==> config.mk <==
export PLATFORM = sky130hd
export DESIGN_NAME = imuldiv_muldiv_dispatch
export DESIGN_NICKNAME = d
export VERILOG_FILES = /design/src/rtl/imuldiv_muldiv_dispatch.sv
export SDC_FILE = /design/constraint.sdc
export NUM_CORES = 1
export LEC_CHECK = 0
export CAP_MARGIN = 0
export CORE_AREA = 2 2 145 147
export DETAILED_ROUTE_END_ITERATION = 10
export DIE_AREA = 0 0 147 149
export HOLD_SLACK_MARGIN = 0.1
export PLACE_DENSITY_LB_ADDON = 0.25
export SETUP_SLACK_MARGIN = 0.5
export SLEW_MARGIN = 20
export SYNTH_ARGS = -nofsm -noshare
export SYNTH_HDL_FRONTEND = slang
export SYNTH_SLANG_ARGS = --single-unit
==> constraint.sdc <==
create_clock -name clk -period 2.7 [get_ports clk]
set_input_delay 0.27 -clock clk [delete_from_list [all_inputs] [get_ports clk]]
set_output_delay 0.27 -clock clk [all_outputs]
set_load 0.1 [all_outputs]
==> src/rtl/imuldiv_muldiv_dispatch.sv <==
// Muldiv front-end: routes core requests to the iterative multiplier or divider
// and returns results strictly in request order using a small tag FIFO.
module imuldiv_muldiv_dispatch #(
  parameter int DEPTH = 4
) (
  input  logic        clk,
  input  logic        reset,

  input  logic [2:0]  muldivreq_msg_fn,
  input  logic [31:0] muldivreq_msg_a,
  input  logic [31:0] muldivreq_msg_b,
  input  logic        muldivreq_val,
  output logic        muldivreq_rdy,

  output logic [31:0] muldivresp_msg_result,
  output logic        muldivresp_val,
  input  logic        muldivresp_rdy,

  output logic [31:0] mulreq_msg_a,
  output logic [31:0] mulreq_msg_b,
  output logic        mulreq_val,
  input  logic        mulreq_rdy,

  input  logic [63:0] mulresp_msg_result,
  input  logic        mulresp_val,
  output logic        mulresp_rdy,

  output logic        divreq_msg_fn,
  output logic [31:0] divreq_msg_a,
  output logic [31:0] divreq_msg_b,
  output logic        divreq_val,
  input  logic        divreq_rdy,

  input  logic [63:0] divresp_msg_result,
  input  logic        divresp_val,
  output logic        divresp_rdy
);

  // Handshake rule for every port pair: a transfer happens on the posedge
  // where val and rdy are both high; val never depends on the opposite rdy.
  localparam int AW = (DEPTH > 1) ? $clog2(DEPTH) : 1;
  localparam logic [AW:0] FULL_COUNT = (AW+1)'(DEPTH);

  typedef enum logic [1:0] {
    KIND_MUL_LO = 2'd0,
    KIND_DIV_Q  = 2'd1,
    KIND_DIV_R  = 2'd2,
    KIND_ZERO   = 2'd3
  } kind_e;

  kind_e          tag_mem [DEPTH];
  logic [AW-1:0]  wr_ptr;
  logic [AW-1:0]  rd_ptr;
  logic [AW:0]    count;

  logic           full;
  logic           empty;
  logic           push;
  logic           pop;
  kind_e          req_kind;
  kind_e          head_kind;
  logic           req_is_mul;
  logic           req_is_div;
  logic           req_unsigned;
  logic [31:0]    unused_mul_hi;

  assign full          = (count == FULL_COUNT);
  assign empty         = (count == '0);
  assign head_kind     = tag_mem[rd_ptr];
  assign unused_mul_hi = mulresp_msg_result[63:32];

  always_comb begin
    req_kind     = KIND_ZERO;
    req_is_mul   = 1'b0;
    req_is_div   = 1'b0;
    req_unsigned = 1'b0;
    case (muldivreq_msg_fn)
      3'd0: begin req_kind = KIND_MUL_LO; req_is_mul = 1'b1; end
      3'd1: begin req_kind = KIND_DIV_Q;  req_is_div = 1'b1; end
      3'd2: begin req_kind = KIND_DIV_Q;  req_is_div = 1'b1; req_unsigned = 1'b1; end
      3'd3: begin req_kind = KIND_DIV_R;  req_is_div = 1'b1; end
      3'd4: begin req_kind = KIND_DIV_R;  req_is_div = 1'b1; req_unsigned = 1'b1; end
      default: req_kind = KIND_ZERO;
    endcase
  end

  assign mulreq_msg_a  = muldivreq_msg_a;
  assign mulreq_msg_b  = muldivreq_msg_b;
  assign divreq_msg_a  = muldivreq_msg_a;
  assign divreq_msg_b  = muldivreq_msg_b;
  assign divreq_msg_fn = req_unsigned;
  assign mulreq_val    = muldivreq_val & req_is_mul & ~full;
  assign divreq_val    = muldivreq_val & req_is_div & ~full;

  // Full blocks acceptance even if the head pops this cycle.
  assign muldivreq_rdy = ~full & (req_is_mul ? mulreq_rdy :
                                  req_is_div ? divreq_rdy : 1'b1);

  always_comb begin
    muldivresp_val        = 1'b0;
    muldivresp_msg_result = 32'h0;
    mulresp_rdy           = 1'b0;
    divresp_rdy           = 1'b0;
    if (!empty) begin
      case (head_kind)
        KIND_MUL_LO: begin
          muldivresp_val        = mulresp_val;
          muldivresp_msg_result = mulresp_msg_result[31:0];
          mulresp_rdy           = muldivresp_rdy;
        end
        KIND_DIV_Q: begin
          muldivresp_val        = divresp_val;
          muldivresp_msg_result = divresp_msg_result[31:0];
          divresp_rdy           = muldivresp_rdy;
        end
        KIND_DIV_R: begin
          muldivresp_val        = divresp_val;
          muldivresp_msg_result = divresp_msg_result[63:32];
          divresp_rdy           = muldivresp_rdy;
        end
        default: begin
          muldivresp_val        = 1'b1;
          muldivresp_msg_result = 32'h0;
        end
      endcase
    end
  end

  assign push = muldivreq_val & muldivreq_rdy;
  assign pop  = muldivresp_val & muldivresp_rdy;

  always_ff @(posedge clk or negedge reset) begin
    if (!reset) begin
      wr_ptr <= '0;
      rd_ptr <= '0;
      count  <= '0;
      for (int i = 0; i < DEPTH; i++) tag_mem[i] <= KIND_ZERO;
    end else begin
      if (push) begin
        tag_mem[wr_ptr] <= req_kind;
        wr_ptr          <= wr_ptr + AW'(1);
      end
      if (pop) rd_ptr <= rd_ptr + AW'(1);
      case ({push, pop})
        2'b10:   count <= count + (AW+1)'(1);
        2'b01:   count <= count - (AW+1)'(1);
        default: count <= count;
      endcase
    end
  end

endmodule

Word-level counts from Yosys, hierarchy flattened
Cells that the tools add are included.
{ "op_classes": {"n_addsub": 4, "n_lt_le_gt_ge": 3, "n_eq_ne": 9, "muxes": 21, "bitwise": 10, "n_reduce_logical": 10} }
{ "ops": {"columns": ["cell", "count"], "rows": [
  ["one-hot mux 32 bit (3 select lines)", 1],
  ["two-way mux 32 bit", 1],
  ["two-way mux 1 bit", 10],
  ["bitwise mux 8 bit", 1],
  ["OR reduction 2 bit", 4],
  ["bitwise AND 1 bit", 7],
  ["equality test 3 x 2 -> 1 bit, second input constant", 2],
  ["equality test 3 bit, second input constant", 2],
  [">= comparator 3 bit, second input constant", 2],
  ["logical NOT 3 bit", 2],
  ["two-way mux 2 bit", 3],
  ["inverter 2 -> 3 bit", 2],
  ["one-hot mux 2 bit (3 select lines)", 1],
  ["one-hot mux 3 bit (2 select lines)", 1],
  ["adder 2 x 1 -> 2 bit, second input constant", 2],
  ["binary-select mux 2 bit (select 2 bit)", 1],
  ["demux 2 bit (select 2 bit)", 1],
  ["equality test 2 x 1 -> 1 bit, second input constant", 2],
  ["equality test 2 bit, second input constant", 2],
  ["OR reduction 4 bit", 1],
  ["adder 3 x 1 -> 3 bit, second input constant", 1],
  ["equality test 3 x 1 -> 1 bit, second input constant", 1],
  ["less-than comparator 3 x 1 -> 1 bit, second input constant", 1],
  ["subtractor 3 x 1 -> 3 bit, second input constant", 1],
  ["other kinds (5)", 5]
]} }
{ "word_totals": {"ff_bits": 15, "out_inout_bits": 167, "elab_cells": 64} }

Depth between registers and ports, before layout
{ "logic_depth": {"word_depth": 11, "ltp_mapped": 12} }

Worst setup path before layout
No wires, ideal clock.
{ "synth_timing": {"kind": "reg2out", "start": "register count[2]", "end": "output port mulreq_val", "arrival_time_ps": 3653, "slack_ps": -1223, "stages_incl_launch_ff": 5, "n_path_buf": 1, "path_cell_list": "dfrtp_1 -> or3b_1 -> clkbuf_1 -> nand2_1 -> nor4_1"} }
{ "synth_via": {"elab_chain_len": 3} }
{ "synth_lines": {"columns": ["item", "line_no", "source"], "rows": [
  ["start: declaration", "54", "logic [AW:0] count;"],
  ["start signal: assignment", "145", "2'b10: count <= count + (AW+1)'(1);"],
  ["start signal: assignment", "146", "2'b01: count <= count - (AW+1)'(1);"],
  ["start signal: assignment", "147", "default: count <= count;"],
  ["equality test 3 bit", "67", "assign full = (count == FULL_COUNT);"],
  ["inverter 1 bit", "92", "assign mulreq_val = muldivreq_val & req_is_mul & ~full;"],
  ["bitwise AND 1 bit", "92", null],
  ["end: declaration", "21", "output logic mulreq_val,"]
]} }
No other way between the ends.

Worst setup path in the final report
{ "layout_timing": {"start": "register rd_ptr[0]", "end": "output port muldivresp_msg_result[25]"} }
{ "layout_via": {"elab_chain_len": 7, "word_cells_on_any_way": 9, "cone_classes": "eq/ne (2); mux (5); bitwise (1); reduce/logical (1)"} }
{ "layout_lines": {"columns": ["item", "line_no", "source"], "rows": [
  ["start: declaration", "53", "logic [AW-1:0] rd_ptr;"],
  ["start signal: assignment", "143", "if (pop) rd_ptr <= rd_ptr + AW'(1);"],
  ["inverter 2 -> 3 bit (not written as such) (*)", "69", "assign head_kind = tag_mem[rd_ptr];"],
  ["binary-select mux 2 bit (select 2 bit) (*)", "69", null],
  ["two-way mux 2 bit (not written as such) (*) (2 in a row)", "69", null],
  ["equality test 2 bit, or another cell as far along", "105", "case (head_kind)"],
  ["one-hot mux 32 bit (3 select lines) (*)", "105", null],
  ["two-way mux 32 bit (*)", "104", "if (!empty) begin"],
  ["end: declaration", "15", "output logic [31:0] muldivresp_msg_result,"]
]} }
Mark *: on every way between the ends. The rest lies on a longest branch, timed or not. The select of a mux whose other input is x is not followed.

==> results.py <==
metrics = {
    "synthesis": {
        "ys_ff_latch": 15,
        "async_flop_share_pct": 100,
        "synth_edf_count": 0,
        "synth_area_leader_cell": "buf_4",
        "synth_fp_nets": 509,
        "synthTopCellsByArea": "buf_4, a222oi_1, dfstp_2",
        "yosysUniqueCellTypes": 33,
        "ys.flop_type": "dfstp_2",
        "yosysSeqAreaShare_pct": 15.7,
        "netlist_area_mm2": 0.00245,
        "synth.yosys.warnings": 0,
        "syn_area_per_cell_um2": 8.29,
        "synth_common_cells": "buf_4, nor2_1, a222oi_1",
        "syn_inst": 296,
        "yosysMostFrequentCell": "buf_4",
        "yosysTopAreaCellShare_pct": 39.2,
    },
    "global_route": {
        "grt_pass1_wl_mm": 13.3,
        "overflow": 0,
        "grt_busiest_layer": "met2",
        "use_met3_pct": 4.01,
        "grt_max_degree": 34,
        "antenna_found_initial": 0,
        "met1_usage_pct": 9.07,
        "grt_pass1_vias": 2321,
        "grt_use_total_pct": 7.76,
        "use_met2_pct": 12.3,
    },
    "cells_and_area": {
        "syn_to_final_growth_pct": 74.5,
        "fin_util_pct": 20.8,
        "multi_input_area_mm2": 0.00138,
        "fillers": 2230,
        "num-nets-final": 534,
        "n_antenna_cell": 0,
        "drive_above_1_share_pct": 41.3,
        "register_area_um2": 385,
    },
    "sta": {
        "relSlewSlack_pct": 52.8,
        "rsz0062_at_grt": "true",
        "finClkSkew_ns": 0.00191,
        "worstMarginPinSlew_ns": 0.705,
        "max_freq_mhz": 370,
        "period_minus_slack_ns": 2.70,
        "finalSetupViolCount": 1,
        "fin_crit_sh_pct": 100,
        "slew_viol_final": 0,
        "hold_viol": 0,
        "fin_ws_ns": -0.00355,
    },
    "die": {
        "io_pins": 370,
        "die_area_mm2": 0.0219,
        "die_y_um": 149,
        "core_mm2": 0.0206,
        "start_util_pct": 11.9,
        "die_w_um": 147,
        "floorplan.rows": 53,
    },
    "setup_path": {
        "cpMostUsedCell": "buf_12",
        "path_cells": "mux4_2, ha_4, buf_12, a222oi_1, nor2_4, buf_12",
        "cpPeakStageDelay_ns": 0.59,
        "cp_max_fo": 8,
        "start_kind": "register",
        "cpMaxStageDelayCell": "mux4_2",
        "crit_type": "reg2out",
        "worst_ep_required_time_ns": 2.43,
        "arrival_ns": 2.43,
        "cp-end-kind": "output port",
        "crit_buf_inv": 2,
        "critical_path.top_delay_family": "multiplexers",
    },
    "route": {
        "final_antenna_net_count": 0,
        "vias": 2193,
        "post_drt_via_cell_ratio": 3.69,
        "drc_errors": 0,
        "finalWirelength_mm": 9.99,
        "routedWlPerCell_um": 16.8,
        "drt-pass1-iter-count": 4,
        "drt_iter0_drc": 114,
    },
    "placed_design": {
        "hpwl_mm": 7.32,
        "io_buffers": 145,
        "place_congestion": 0.666,
    },
    "cts": {
        "clock_latency_ns": 0.24,
        "cts_buffer_depth": 2,
        "clock_sinks": 15,
        "cts_buffers": 3,
        "cts_tree": "yes",
        "clockRootBuffer": "clkbuf_16",
        "htree_levels": 1,
        "clk_pin_slew_worst_paths_ns": 0.05,
    },
    "run_status": {
        "violations": "negative setup slack",
        "status": "complete, but fails checks",
    },
    "job": {
        "drv_cap": 0,
    },
    "hold_path": {
        "min_path_type": "in2async",
    },
}
placed cells by master, fill, tap and decap left out, types with 6 or more instances in the layout:
cell             Yosys  final
dfstp_2              8      8
buf_12               0     41
nor2_2               5      6
clkdlybuf4s50_1      0    106
clkbuf_16            0      6
nor2_4               0     33
buf_4              128     14
mux2_1               7      7
dfrtp_1              7      7
a222oi_1            32     32
kinds of logic after synthesis:
group           count (synthesis)  share of synthesized area (%)
simple gates                   64                           12.2
compound gates                 36                           14.8
mux                            11                           6.12
xor+xnor                        8                           2.86
fa+ha+maj                      10                           5.41
buf+inv                       152                           42.9
flops                          15                           15.7
worst paths after layout:
path / startpoint / to / slack (ns) / cells past startpoint
setup reg to reg: rd_ptr[0] / count[2] / 0.04 / 11
min in group clk: count[2] / count[2] / 0.51 / 1
max in group asynchronous: reset / rd_ptr[1] / 1.80 / 1
setup / recovery: rd_ptr[0] / muldivresp_msg_result[25] / -0.004 / 6
hold / removal: reset / wr_ptr[0] / 0.45 / 1
hold reg to reg: count[2] / count[2] / 0.51 / 1
per-stage QoR:
stage | setup WS [ns] | instances | setup TNS [ns] | hold slack [ns] | instance area, um2
after floorplan | 0.0193 | 296 | 0 | -0.0256 | 2870
after global placement | 0.0834 | 586 | 0 | 0.498 | 4040
after detailed placement | 0.0478 | 586 | 0 | 0.502 | 4040
after CTS | -0.0430 | 592 | -0.0456 | 0.483 | 4200
after global routing | -0.109 | 595 | -2.58 | 0.502 | 4280
final | -0.00355 | 595 | -0.00355 | 0.450 | 4280
metal layers:
layer,vias to the layer above,part of all wire [%]
met5,-,0
met4,0,3.1
met3,31,12
met2,170,46
met1,1027,39
li1,965,-
worst reg2reg max path, cell delays in order (launching register included):
cell and delay (ns):
dfrtp_1 0.41, mux4_2 0.61, inv_4 0.12, ha_4 0.17
a221oi_4 0.07, nor3b_2 0.22, ha_2 0.22, inv_2 0.04
fa_2 0.33, xor2_1 0.14, nor2_1 0.12, xor2_1 0.14
timing repair:
item / CTS / global route
setup buffers: 2 / 0
gates resized for setup: 14 / 1
pin swaps: 27 / 23
setup endpoints to repair: 38 / 41
cloned: 0 / 3
hold buffers: 0 / 0
sequential cells by signal, summed over array words and instances (netlist names):
signal and cells:
rd_ptr 2, wr_ptr 2, count 3, tag_mem 8
cell type report:
cell class	count	share of cell area (%)
Clock buffer	3	1.75
Clock inverter	1	0.117
Inverter	8	0.760
Multi-Input combinational cell	129	32.2
Sequential cell	15	9.00
Tap cell	275	8.04
Timing Repair Buffer	164	48.2
Power is not shown: default switching activity piles up to over one toggle a cycle in this logic, so the estimate is an artifact.
